$ cat config.mk
export PLATFORM = sky130hd
export DESIGN_NAME = adder_stim_gen
export DESIGN_NICKNAME = d
export VERILOG_FILES = /design/src/rtl/adder_stim_gen_pkg.sv /design/src/rtl/stim_pattern_gen.sv /design/src/rtl/adder_stim_gen.sv
export SDC_FILE = /design/constraint.sdc
export NUM_CORES = 1
export LEC_CHECK = 0
export BUFFER_PORTS_ARGS = -buffer_cell sky130_fd_sc_hd__buf_2
export CAP_MARGIN = 5
export CORE_MARGIN = 2
export CORE_UTILIZATION = 60
export CTS_CLUSTER_SIZE = 20
export DETAILED_ROUTE_END_ITERATION = 12
export HOLD_SLACK_MARGIN = 0.03
export PLACE_DENSITY = 0.81
export SYNTH_ARGS = -nofsm -noshare
export SYNTH_HDL_FRONTEND = slang
export SYNTH_SLANG_ARGS = --single-unit
$ cat constraint.sdc
create_clock -name clk -period 6.6 [get_ports clk]
set_input_delay 0.33 -clock clk [delete_from_list [all_inputs] [get_ports clk]]
set_output_delay 0.33 -clock clk [all_outputs]
set_load 0.01 [all_outputs]
$ cat src/rtl/adder_stim_gen_pkg.sv
// Shared encodings for the adder stimulus generator: pattern modes, FSM states
// and the LFSR step used by the pattern sub-module.
package adder_stim_gen_pkg;

   localparam logic [1:0] MODE_THERM = 2'd0;
   localparam logic [1:0] MODE_LFSR  = 2'd1;
   localparam logic [1:0] MODE_ALT   = 2'd2;
   localparam logic [1:0] MODE_RSVD  = 2'd3;

   typedef enum logic [1:0] {
      ST_IDLE = 2'd0,
      ST_SEND = 2'd1,
      ST_GAP  = 2'd2,
      ST_DONE = 2'd3
   } state_e;

   // Galois right-shift taps for x^32 + x^22 + x^2 + x + 1
   localparam logic [31:0] LFSR_TAPS = 32'h8020_0003;

   function automatic logic [31:0] lfsr_step(input logic [31:0] s);
      return s[0] ? ((s >> 1) ^ LFSR_TAPS) : (s >> 1);
   endfunction

   function automatic int unsigned sat_add(input int unsigned a, input int unsigned b,
                                           input int unsigned lim);
      return (a + b > lim) ? lim : (a + b);
   endfunction

endpackage

$ cat src/rtl/stim_pattern_gen.sv
// Pattern word generator: thermometer, LFSR and alternating patterns.
// The registered word always reflects the current pattern state.
module stim_pattern_gen
   import adder_stim_gen_pkg::*;
#(
   parameter int          N    = 21,
   parameter int          STEP = 10,
   parameter logic [31:0] SEED = 32'hACE1
) (
   input  logic           clk,
   input  logic           rst_n,
   input  logic           init,
   input  logic           advance,
   input  logic [1:0]     mode,
   output logic [2*N-1:0] word
);

   localparam int W2 = 2 * N;
   localparam int CW = $clog2(W2 + 1);
   localparam logic [W2-1:0] ONES = '1;

   logic [1:0]    mode_q, mode_c;
   logic          drain_q, drain_c, drain_n;
   logic [CW-1:0] cnt_q, cnt_c, cnt_n;
   logic          alt_q, alt_c, alt_n;
   logic [31:0]   lfsr_q, lfsr_c, lfsr_n;
   logic [W2-1:0] rep, word_n;

   always_comb begin
      // init steps from the all-zero start state instead of the held one
      mode_c  = init ? mode : mode_q;
      drain_c = init ? 1'b0 : drain_q;
      cnt_c   = init ? '0 : cnt_q;
      alt_c   = init ? 1'b0 : alt_q;
      lfsr_c  = init ? SEED : lfsr_q;

      if (int'(cnt_c) == W2) begin
         drain_n = ~drain_c;
         cnt_n   = CW'(sat_add(0, STEP, W2));
      end else begin
         drain_n = drain_c;
         cnt_n   = CW'(sat_add(int'(cnt_c), STEP, W2));
      end

      alt_n  = ~alt_c;
      lfsr_n = lfsr_step(lfsr_c);

      rep = '0;
      for (int unsigned i = 0; i < W2; i++) begin
         rep[i] = lfsr_n[i % 32];
      end

      case (mode_c)
         MODE_LFSR: word_n = rep;
         MODE_ALT:  word_n = {W2{alt_n}};
         default:   word_n = drain_n ? (ONES >> cnt_n) : ~(ONES >> cnt_n);
      endcase
   end

   always_ff @(posedge clk or negedge rst_n) begin
      if (!rst_n) begin
         mode_q  <= MODE_THERM;
         drain_q <= 1'b0;
         cnt_q   <= '0;
         alt_q   <= 1'b0;
         lfsr_q  <= SEED;
         word    <= '0;
      end else if (init || advance) begin
         mode_q  <= mode_c;
         drain_q <= drain_n;
         cnt_q   <= cnt_n;
         alt_q   <= alt_n;
         lfsr_q  <= lfsr_n;
         word    <= word_n;
      end
   end

endmodule

$ cat src/rtl/adder_stim_gen.sv
// Packetised operand stimulus for an N-bit adder with a registered reference
// sum; runs PACKETS packets of PAYLOAD flits separated by GAP idle cycles.
module adder_stim_gen
   import adder_stim_gen_pkg::*;
#(
   parameter int          N       = 21,
   parameter int          PAYLOAD = 20,
   parameter int          GAP     = 7,
   parameter int          PACKETS = 10,
   parameter int          STEP    = 10,
   parameter logic [31:0] SEED    = 32'hACE1
) (
   input  logic         clk,
   input  logic         rst_n,
   input  logic         start,
   input  logic [1:0]   mode,
   input  logic         out_ready,
   output logic [N-1:0] input1,
   output logic [N-1:0] input2,
   output logic         out_valid,
   output logic [N-1:0] sum,
   output logic         cout,
   output logic         sum_valid,
   output logic         busy,
   output logic         done
);

   localparam int FW = $clog2(PAYLOAD + 1);
   localparam int PW = $clog2(PACKETS + 1);
   localparam int GW = $clog2(GAP + 2);
   localparam bit HAS_GAP = (GAP > 0);

   state_e          state_q;
   logic [FW-1:0]   flit_q;
   logic [PW-1:0]   pkt_q;
   logic [GW-1:0]   gap_q;
   logic [2*N-1:0]  word;
   logic            start_ok, beat, last_flit, last_pkt, gap_end, advance;

   assign out_valid = (state_q == ST_SEND);
   assign busy      = (state_q == ST_SEND) || (state_q == ST_GAP);
   assign done      = (state_q == ST_DONE);
   assign input1    = word[N-1:0];
   assign input2    = word[2*N-1:N];

   assign start_ok  = start && ((state_q == ST_IDLE) || (state_q == ST_DONE));
   assign beat      = out_valid && out_ready;
   assign last_flit = (int'(flit_q) == PAYLOAD - 1);
   assign last_pkt  = (int'(pkt_q) == PACKETS - 1);
   assign gap_end   = (state_q == ST_GAP) && (int'(gap_q) == GAP - 1);

   // The step after a packet's last beat is deferred to the end of the gap so
   // the last flit stays on input1/input2 through GAP and DONE.
   assign advance = (beat && !(last_flit && (last_pkt || HAS_GAP))) || gap_end;

   always_ff @(posedge clk or negedge rst_n) begin
      if (!rst_n) begin
         state_q <= ST_IDLE;
         flit_q  <= '0;
         pkt_q   <= '0;
         gap_q   <= '0;
      end else if (start_ok) begin
         state_q <= ST_SEND;
         flit_q  <= '0;
         pkt_q   <= '0;
         gap_q   <= '0;
      end else begin
         case (state_q)
            ST_SEND: begin
               if (beat) begin
                  if (last_flit) begin
                     flit_q <= '0;
                     pkt_q  <= pkt_q + PW'(1);
                     if (last_pkt) begin
                        state_q <= ST_DONE;
                     end else if (HAS_GAP) begin
                        state_q <= ST_GAP;
                        gap_q   <= '0;
                     end
                  end else begin
                     flit_q <= flit_q + FW'(1);
                  end
               end
            end
            ST_GAP: begin
               if (gap_end) state_q <= ST_SEND;
               else         gap_q   <= gap_q + GW'(1);
            end
            default: ;
         endcase
      end
   end

   always_ff @(posedge clk or negedge rst_n) begin
      if (!rst_n) begin
         sum       <= '0;
         cout      <= 1'b0;
         sum_valid <= 1'b0;
      end else begin
         sum_valid <= beat;
         if (beat) begin
            {cout, sum} <= {1'b0, word[N-1:0]} + {1'b0, word[2*N-1:N]};
         end
      end
   end

   stim_pattern_gen #(
      .N    (N),
      .STEP (STEP),
      .SEED (SEED)
   ) u_pat (
      .clk     (clk),
      .rst_n   (rst_n),
      .init    (start_ok),
      .advance (advance),
      .mode    (mode),
      .word    (word)
   );

endmodule

== Word-level counts from Yosys, hierarchy flattened ==
Index checks and enable logic that the tools add are counted.

* $add $sub $neg: 5
* $mul: 0
* Div/mod/pow operators: 0
* $lt $le $gt $ge: 1
* Eq/ne operators: 14
* Shift operators: 1
* Muxes and demuxes: 31
* Bitwise logic cells: 4
* Reduce and logical (&&, ||, !) cells: 18

{| class="wikitable"
|+ Operators by type and width
! kind !! number
|-
| $pmux W42 S2 || 1
|-
| $mux W32 || 2
|-
| $mux W42 || 1
|-
| $not A42 Y42 || 1
|-
| $shr A42 B6 Y42 const A || 1
|-
| $mux W4 || 9
|-
| $add A21 B21 Y22 || 1
|-
| $mux W5 || 4
|-
| $mux W6 || 3
|-
| $mux W2 || 5
|-
| $ne A3 B2 Y1 const B || 3
|-
| $add A4 B1 Y4 const B || 2
|-
| $eq A4 B4 Y1 const B || 2
|-
| $pmux W4 S2 || 1
|-
| $add A6 B4 Y7 const B || 1
|-
| $gt A7 B6 Y1 const B || 1
|-
| $eq A2 B2 Y1 const B || 3
|-
| $eq A6 B6 Y1 const B || 1
|-
| $ne A3 B1 Y1 const B || 2
|-
| $reduce_bool A2 Y1 || 3
|-
| $add A5 B1 Y5 const B || 1
|-
| $eq A5 B5 Y1 const B || 1
|-
| $reduce_and A5 Y1 || 1
|-
| $eq A2 B1 Y1 const B || 2
|-
| other kinds (12) || 22
|}

* Register bits after elaboration: 122
* Bits in latches: 0
* Memory bits (writable): 0
* ROM bits: 0
* Input bits: 6
* Output and inout bits: 68
* Logic and storage cells: 87
* Memories kept: 0

== Depth between registers and ports, before layout ==
Gate-level depths: netlist of the first run.

* Depth after elaboration: 12
* Mapped depth: 18
* Mapped depth without buffers: 13

== Cells and area by module ==
A second synthesis of the first run with hierarchy kept.

* Cells, all modules: 895
* Area, all modules: 7862.5 um2

{| class="wikitable"
|+ By module, submodules not included
! module !! times used !! cells an instance !! area each (um2) !! sequential area each (um2)
|-
| stim_pattern_gen || 1 || 557 || 5029.8 || 2112.0
|-
| adder_stim_gen || 1 || 338 || 2832.7 || 950.9
|}

== Worst setup path after synthesis of the first run ==
No wires, ideal clock.

* Path kind: reg2reg
* From: reg state_q[0]
* To: reg u_pat.word[4]
* Setup time: 0.082 ns
* Arrival: 3.642 ns
* Path slack: 2.876 ns
* Stages on the path, launching flop included: 18
* Path buffers: 4
* Period minus slack after synthesis: 3.724 ns
* Path through: dfrtp_1 inv_1 ha_1 nand2_1 buf_2 buf_1 clkbuf_1 and2_1 ha_1 buf_2 inv_1 a211oi_1 o211ai_2 nand2_2 or3_4 a21oi_1 mux2_2 a31oi_1

* Cells in the longest elaborated chain, start to end: 12

{| class="wikitable"
|+ Ends and longest elaborated chain
! item !! line !! RTL
|-
| from (decl) || adder_stim_gen.sv:33 || <nowiki>state_e state_q;</nowiki>
|-
| from (signal assigned) || adder_stim_gen.sv:58 || <nowiki>state_q <= ST_IDLE;</nowiki>
|-
| from (signal assigned) || adder_stim_gen.sv:63 || <nowiki>state_q <= ST_SEND;</nowiki>
|-
| from (signal assigned) || adder_stim_gen.sv:75 || <nowiki>state_q <= ST_DONE;</nowiki>
|-
| $eq A2 B2 Y1 or $logic_not A2 Y1 (tied branches) || adder_stim_gen.sv:46 || <nowiki>assign start_ok = start && ((state_q == ST_IDLE) || (state_q == ST_DONE));</nowiki>
|-
| $logic_or A1 B1 Y1 || adder_stim_gen.sv:46 ||
|-
| $logic_and A1 B1 Y1 || adder_stim_gen.sv:46 ||
|-
| $mux W6 || stim_pattern_gen.sv:33 || <nowiki>cnt_c = init ? '0 : cnt_q;</nowiki>
|-
| $add A6 B4 Y7 || adder_stim_gen_pkg.sv:26 || <nowiki>return (a + b > lim) ? lim : (a + b);</nowiki>
|-
| $gt A7 B6 Y1 || adder_stim_gen_pkg.sv:26 ||
|-
| $mux W6 || adder_stim_gen_pkg.sv:26 ||
|-
| $mux W6 || stim_pattern_gen.sv:37 || <nowiki>if (int'(cnt_c) == W2) begin</nowiki>
|-
| $shr A42 B6 Y42 || stim_pattern_gen.sv:56 || <nowiki>default: word_n = drain_n ? (ONES >> cnt_n) : ~(ONES >> cnt_n);</nowiki>
|-
| $not A42 Y42 || stim_pattern_gen.sv:56 ||
|-
| $mux W42 || stim_pattern_gen.sv:56 ||
|-
| $pmux W42 S2 || stim_pattern_gen.sv:53 || <nowiki>case (mode_c)</nowiki>
|-
| to (signal assigned) || stim_pattern_gen.sv:74 || <nowiki>word <= word_n;</nowiki>
|-
| to (decl) || stim_pattern_gen.sv:15 || <nowiki>output logic [2*N-1:0] word</nowiki>
|}

Several ways; a longest one is shown, not always the timed one.
A chain may end at the register's enable or synchronous reset.

== Worst setup path in the final report of the first run ==
Same ends and word-level chain as after synthesis.

==> out/metrics.yaml, run 1 <==
period_share_pct: 56.06
fin_setup_tns_ps: 0
place.gp.congestion: 0.9458
synth.distinct_cells: 68
yosys-top-cells-area: "dfrtp_1 (38%), nand2_1 (8.2%), a21oi_1 (5.9%)"
antenna_found_initial: 0
finalHoldViolCount: 0
cts_root_buf: "clkbuf_16"
setup_violations: 0
core_mm2: 0.01247
max-cap-violations: 0
relSlewSlack_pct: 43.87
fmax_ghz: 0.2703
dpl.cell_count: 1079
clock_latency_ps: 430
dp_slack_ps: 2959
tightestPinTransition_ps: 842.0
synthToLayoutAreaGrowth_pct: 13.75
io_buffers: 73
cts_tree: "yes"
synth_flop_cell: "dfrtp_1"
synth.net_count: 919
ctsHoldBuffers: 1
yosysTopAreaCell: "dfrtp_1"
critPathMaxFanout: 10
globalRouteMet1Util_pct: 43.75
die_width_um: 116.3
dr.pass1.iters: 6
ys_async_sr_fraction_pct: 100.0
drt-initial-drc-count: 691
endpoint_kind: "register"
skew_ps: 13.10
fp.dieArea_mm2: 0.01354
grt_pass1_wl_mm: 33.52
worstPathArrival_ps: 4050
synth_seq_cells: 122
antenna_left: 0
row_count: 41
grt_pass1_vias: 6385
yosysWarnings: 0
clkTransAtPathRegs_ps: 60
synth.avg_cell_area_um2: 8.615
stdcell_count: 1112
dpl.hpwl_mm: 14.83
num_vias: 6789
post_cts_resized: 0
required_ps: 6950
ctsHtreeMaxLevel: 4
cts_sinks: 122
post_synth_most_frequent_cells: "nand2_1 (166), dfrtp_1 (114), a21oi_1 (90), o21ai_0 (75), nor2_1 (55)"
syn_inst: 879
fin_crit_ps: 3700
ys_seq_area_share_pct: 40.45
crit_type: "register to register"
grt_max_degree: 63
cts_buffers: 17
grt_usage_pct: 32.35
wl_per_cell_um: 18.69
use_met3_pct: 7.628
clockBufferDepth: 2
die_h_um: 116.3
grt-busiest-layer: "met2"
syn_area_mm2: 0.007572
slew_violations: 0
met2_usage_pct: 49.88
grt-ovfl-total: 0
viasPerCell: 6.105
synth.most_common_cell: "nand2_1"
antennaDiodeCount: 0
drive_above_1_share_pct: 16.38
hold_path_class: "input port to register"
yosysTopAreaCellShare_pct: 37.67
synth-edff-count: 0
finalWirelength_mm: 20.79
fin_ws_ps: 2900
place_area_mm2: 0.007990
status: "completed"
nNetsFinal: 967
ios: 74
rsz0062_at_grt: "no"
drc: 0
cts_setup_buffers: 0
fin_area_mm2: 0.008613
initial_utilization_pct: 60.74
start_kind: "register"
-- critical path: stages (launching register included) --
cell	delay, ps
dfrtp_1	420
inv_1	60
ha_1	370
nand2_1	230
and2_1	270
ha_1	430
inv_1	250
a211oi_1	120
o211ai_2	240
nand2_2	170
or3_4	400
a21oi_1	170
mux2_2	350
a31oi_1	150
-- layer usage --
layer / up-vias / wire length, um
met5: - / 0
met4: 0 / 727
met3: 54 / 1305
met2: 262 / 9404
met1: 3284 / 9350
li1: 3189 / -
-- flip-flops by register name (all words and copies together), names as in the netlist, 2 cells and up --
name          count
flit_q            5
sum              21
gap_q             4
state_q           2
pkt_q             4
u_pat.lfsr_q     32
u_pat.word       42
u_pat.cnt_q       6
u_pat.mode_q      2
-- layout by cell type (no fill, tap or decap), types with 17 or more instances in the layout --
cell	instances
nand3_1	24
nand2_1	166
buf_2	72
o21ai_0	75
clkbuf_16	17
xor2_1	19
inv_1	18
a21o_1	20
dfrtp_1	114
nor2_1	54
xnor2_1	37
ha_1	33
a21oi_1	89
-- per-stage QoR --
| step | utilization, % | hold slack [ps] |
|---|---|---|
| after floorplan | - | 34.41 |
| after global routing | 69.10 | 149.6 |
| final | 69.10 | 142.9 |
| after CTS | 69.10 | 136.8 |
| after global placement | 64.10 | 444.6 |
| after detailed placement | 64.10 | 457.7 |
-- path summary, 6_finish.rpt --
path                       slack, ps  cells after the start        from          endpoint
setup / recovery                2900                     13  state_q[0]     u_pat.word[4]
hold / removal                   140                      3     mode[1]   u_pat.mode_q[1]
setup reg to reg                2900                     13  state_q[0]     u_pat.word[4]
hold reg to reg                  470                      2      sum[7]            sum[7]
max in group asynchronous       4820                      3       rst_n  u_pat.lfsr_q[31]
min in group asynchronous        520                      2       rst_n         flit_q[2]
-- layout make-up --
| type | count | area [um^2] |
|---|---|---|
| inverter | 18 | 67.56 |
| tap | 172 | 215.2 |
| sequential | 122 | 3063 |
| clock inverter | 14 | 173.9 |
| fill | 1022 | 3852 |
| multi-input combinational | 685 | 4209 |
| clock buffer | 18 | 439.2 |
| timing repair buffer | 83 | 445.4 |
-- cells by family after synthesis --
| family | synth area share, % |
|---|---|
| adders and majority gates | 5.717 |
| AOI/OAI and AO/OA | 22.92 |
| and+or+nand+nor | 18.31 |
| DFF | 40.45 |
| buffers and inverters | 4.048 |
| xor gates and xnor gates | 7.204 |
| muxes | 1.355 |
Power of run 1 is not shown: default switching activity piles up to over one toggle a cycle in this logic, so the estimate is an artifact.
==> run 2, diff against run 1 <==
Clock period 6.6 ns to 3.88 ns, I/O delays scaled along.
==> run 2 against run 1 <==
Effect of this change:
- critical endpoint is now u_pat.word[39]
- non-clock buffer count rose by 10
- clock skew fell by 3.6 ps
- highest routed layer unchanged
- fmax grew 4.2%
==> out/metrics.yaml, run 2 (synthesis gave the netlist of run 1 again) <==
status: "completed"
grt_usage_pct: 32.35  # about the same
r2r_start: "state_q[0]"
ios: 74  # unchanged
finalHoldViolCount: 0  # unchanged
fin_crit_ps: 3553  # -147.5 ps
reg.largest.list: "u_pat.word: 42 flops, u_pat.lfsr_q: 32 flops, sum: 21 flops"
die_width_um: 116.3  # unchanged
clkTransAtPathRegs_ps: 60  # about the same
multi_input_area_mm2: 0.004209  # unchanged
ctsHtreeMaxLevel: 4  # unchanged
max-cap-violations: 0  # unchanged
required_ps: 4190  # -2760 ps
grt-ovfl-total: 0  # unchanged
grt_max_degree: 55  # -13%
fp.dieArea_mm2: 0.01354  # unchanged
endpoint: "u_pat.word[39]"
synthToLayoutAreaGrowth_pct: 14.31
clock_latency_ps: 430  # about the same
hold_path_class: "input port to register"
fmax_ghz: 0.2815  # +4.2%
dpl.hpwl_mm: 15.08  # +1.7%
rsz0062_at_grt: "no"
tightestPinTransition_ps: 813.6  # -28.34 ps
crit_start: "state_q[0]"
die_h_um: 116.3  # unchanged
finalCoreUtilization_pct: 69.44  # +0.34 points
slew_violations: 0  # unchanged
fillers: 1060  # +3.7%
worstPathArrival_ps: 3860  # -190 ps
cts_sinks: 122  # unchanged
final_common_cell: "nand2_1"
layout_common_cells: "nand2_1 (166), dfrtp_1 (114), a21oi_1 (89), o21ai_0 (75), buf_2 (72)"
critPathMaxFanout: 8  # -2
place.gp.congestion: 1.025  # +8.4%
finalWirelength_mm: 20.81  # +0.13%
largest_reg_flops: 42  # unchanged
io_buffers: 73  # unchanged
antenna_left: 0  # unchanged
cts_buffers: 17  # unchanged
dp_slack_ps: 361.8  # -2597 ps
initial_utilization_pct: 60.74  # unchanged
register_area_mm2: 0.003063  # unchanged
crit_type: "register to register"
period_share_pct: 91.56  # +36 points
reg2reg_to: "u_pat.word[39]"
top_register: "u_pat.word"
antennaDiodeCount: 0  # unchanged
fin_ws_ps: 327.4  # -2573 ps
row_count: 41  # unchanged
wl_per_cell_um: 18.55  # -0.76%
clockBufferDepth: 2  # unchanged
grt_pass1_wl_mm: 33.29  # -0.70%
viasPerCell: 6.007  # -1.6%
nNetsFinal: 977  # +1.0%
fin_setup_tns_ps: 0  # unchanged
drc: 0  # unchanged
setup_violations: 0  # unchanged
relSlewSlack_pct: 45.76  # +1.9 points
endpoint_kind: "register"
post_cts_resized: 0  # unchanged
cts_tree: "yes"
dr.pass1.iters: 5  # -1
grt_pass1_vias: 6240  # -2.3%
core_mm2: 0.01247  # unchanged
drive_above_1_share_pct: 17.05  # +0.67 points
cts_root_buf: "clkbuf_16"
skew_ps: 9.484  # -3.617 ps
drt-initial-drc-count: 685  # -0.87%
ff2ff_setup_slack_ps: 330  # -2570 ps
reg2reg_depth: 13  # unchanged
num_vias: 6740  # -0.72%
antenna_found_initial: 0  # unchanged
start_kind: "register"
==> run 2: repair_timing <==
action	in CTS	in global routing
setup buffers	0	0
endpoints found under the hold margin	54	0
hold buffers	3	0
==> run 2: worst min-delay path by stage <==
stage / cells past startpoint / slack (ps) / to / start
2_1_floorplan: 0 / -100 / cout / rst_n
3_3_place_gp: 1 / 270 / flit_q[2] / rst_n
3_5_place_dp: 1 / 270 / flit_q[2] / rst_n
4_1_cts: 4 / 250 / u_pat.mode_q[1] / start
5_1_grt: 4 / 290 / u_pat.mode_q[0] / start
6_report: 4 / 260 / u_pat.mode_q[0] / start
==> run 2: area by class of cell <==
type                    instances  area share (%)
clock buffers                  21           5.551
clock inverters                11           1.099
inverters                      18          0.7806
multi-input cells             685           48.63
flip-flops and latches        122           35.39
well taps                     172           2.486
repair buffers                 93           6.071
==> run 2: per-layer routing <==
metal,GRT usage [%],share of wire (%),up-vias
li1,-,-,3212
met4,10.56,2.4,0
met2,50.31,45,238
met5,0,0,-
met1,45.18,46,3253
met3,7.265,6.1,37
==> run 2: worst max-delay path, stage by stage, from the launching register on <==
cell and delay [ps]:
dfrtp_1 410, inv_1 60, ha_1 360, nand2_1 120, and2_1 210, ha_1 220, buf_4 160, nor3_1 150
o21ai_0 270, a21oi_1 740, o21ai_0 300, xnor2_1 190, a21oi_1 170, nor2_1 70
==> run 2: metrics by stage <==
stage               instance area [um^2]  cells  hold WS, ps
finish                              8656   1122        263.9
global placement                    8050   1087        268.5
detailed placement                  8050   1087        266.6
global route                        8656   1122        291.8
CTS                                 8656   1122        252.5
floorplan                           7572    879       -101.6
Power of run 2 is left out for the same reason.
==> run 3, diff against run 2 <==
==> constraint.sdc (replaced) <==
create_clock -name clk -period 3.88 [get_ports clk]
set_input_delay 0.776 -clock clk [delete_from_list [all_inputs] [get_ports clk]]
set_output_delay 0.776 -clock clk [all_outputs]
set_load 0.01 [all_outputs]
==> run 3 against run 2 <==
Effect of this change:
- register-to-register slack better by 260 ps
- final cell count is 0.36% higher
- core utilization is 0.44 points higher
- first-iteration DRC count is 26% higher
==> out/metrics.yaml, run 3 (synthesis gave the netlist of run 1 again) <==
antenna_left: 0  # unchanged
path_cells: "inv_1 > ha_1 > nand2_1 > and2_1 > ha_1 > o21a_1 > xor2_1 > o211ai_2 > nand2_2 > or3_4 > a21oi_1 > mux2_2 > a31oi_1"
place_area_mm2: 0.008128  # +0.96%
path_buf_inv: 1  # -1
grt_pass1_wl_mm: 34.00  # +2.2%
ios: 74  # unchanged
rsz0062_at_grt: "no"
period_share_pct: 84.85  # -6.7 points
io_buffers: 73  # unchanged
cts_tree: "yes"
ctsHoldBuffers: 0  # -3
cpLargestDelayFamily: "simple AND/OR/NAND/NOR gates"
max-cap-violations: 0  # unchanged
dpl.hpwl_mm: 15.34  # +1.7%
clockBufferDepth: 2  # unchanged
final_common_cell: "nand2_1"
cts_setup_buffers: 0  # unchanged
worstPathArrival_ps: 3630  # -230 ps
fillers: 1028  # -3.0%
relSlewSlack_pct: 36.27  # -9.5 points
drc: 0  # unchanged
initial_utilization_pct: 60.74  # unchanged
cts_sinks: 122  # unchanged
drive_above_1_share_pct: 17.51  # +0.45 points
drt-initial-drc-count: 864  # +26%
cts_buffers: 17  # unchanged
cts_root_buf: "clkbuf_16"
fin_area_mm2: 0.008711  # +0.64%
route.top_layer_used: "met4"
synthToLayoutAreaGrowth_pct: 15.04
required_ps: 4220  # +30 ps
wl_per_cell_um: 18.84  # +1.5%
fin_ws_ps: 587.8  # +260.4 ps
die_h_um: 116.3  # unchanged
largest_reg_flops: 42  # unchanged
row_count: 41  # unchanged
grt-ovfl-total: 0  # unchanged
die_width_um: 116.3  # unchanged
hold_slack_ps: 464.4  # +200.5 ps
register_area_mm2: 0.003063  # unchanged
core_mm2: 0.01247  # unchanged
setup_violations: 0  # unchanged
endpoint_kind: "register"
clkTransAtPathRegs_ps: 60  # about the same
drt-met1-wl_mm: 9.652  # +0.51%
start_kind: "register"
tightestPinTransition_ps: 954.9  # +141.3 ps
ctsHtreeMaxLevel: 4  # unchanged
finalHoldViolCount: 0  # unchanged
fin_crit_ps: 3292  # -260.4 ps
fp.dieArea_mm2: 0.01354  # unchanged
hold_path_class: "register to register"
grt_max_degree: 75  # +36%
num_vias: 6854  # +1.7%
dr.pass1.iters: 5  # unchanged
clock_latency_ps: 420  # about the same
post_cts_resized: 0  # unchanged
top_register: "u_pat.word"
crit_type: "register to register"
finalWirelength_mm: 21.21  # +1.9%
path_common_cell: "ha_1"
skew_ps: 7.705  # -1.780 ps
wl_met3_mm: 1.328  # +5.4%
met2WireLength_mm: 9.524  # +0.68%
grt_usage_pct: 32.89  # +0.53 points
fmax_ghz: 0.3037  # +7.9%
grt_pass1_vias: 6341  # +1.6%
dp_slack_ps: 612.9  # +251.1 ps
fin_setup_tns_ps: 0  # unchanged
antennaDiodeCount: 0  # unchanged
viasPerCell: 6.087  # +1.3%
critPathMaxFanout: 9  # +1
place.gp.congestion: 0.9874  # -3.7%
multi_input_area_mm2: 0.004209  # unchanged
reg.largest.list: "u_pat.word: 42 flops, u_pat.lfsr_q: 32 flops, sum: 21 flops"
layout_common_cells: "nand2_1 (166), dfrtp_1 (114), a21oi_1 (89), o21ai_0 (75), buf_2 (72)"
nNetsFinal: 981  # +0.41%
antenna_found_initial: 0  # unchanged
max_stage_delay_ps: 420  # -320 ps
status: "completed"
slowest_stage: "dfrtp_1"
slew_violations: 0  # unchanged
run 3: through the flow:
stage	std cells	util [%]
detailed placement	1094	65.20
global route	1126	69.88
CTS	1126	69.88
finish	1126	69.88
global placement	1094	65.20
floorplan	879	-
run 3: worst min-delay path: cells and delay by family (launching register included):
kind | cells | cell delay [ps]
simple gates | 2 | 100
flops | 1 | 330
run 3: final cells by class:
cell class / count / share of cell area, %
multi-input cells: 685 / 48.32
flip-flops and latches: 122 / 35.16
repair buffers: 97 / 6.579
clock buffers: 21 / 5.286
well taps: 172 / 2.471
clock inverters: 11 / 1.408
inverters: 18 / 0.7756
run 3: path summary, 6_finish.rpt:
check                                start         endpoint  slack [ps]  cells after the start
worst min-delay path                sum[3]           sum[3]         460                      2
worst max register to register  state_q[0]    u_pat.word[4]         590                     13
worst min register to register      sum[3]           sum[3]         460                      2
worst max-delay path            state_q[0]    u_pat.word[4]         590                     13
min in group asynchronous            rst_n        flit_q[4]         480                      1
max in group asynchronous            rst_n  u_pat.lfsr_q[5]        2570                      2
run 3: routing by layer:
layer | vias up | global-route usage (%)
li1 | 3220 | -
met1 | 3304 | 47.34
met2 | 278 | 49.46
met3 | 52 | 5.397
met4 | 0 | 13.81
met5 | - | 0
Power of run 3 is left out for the same reason.
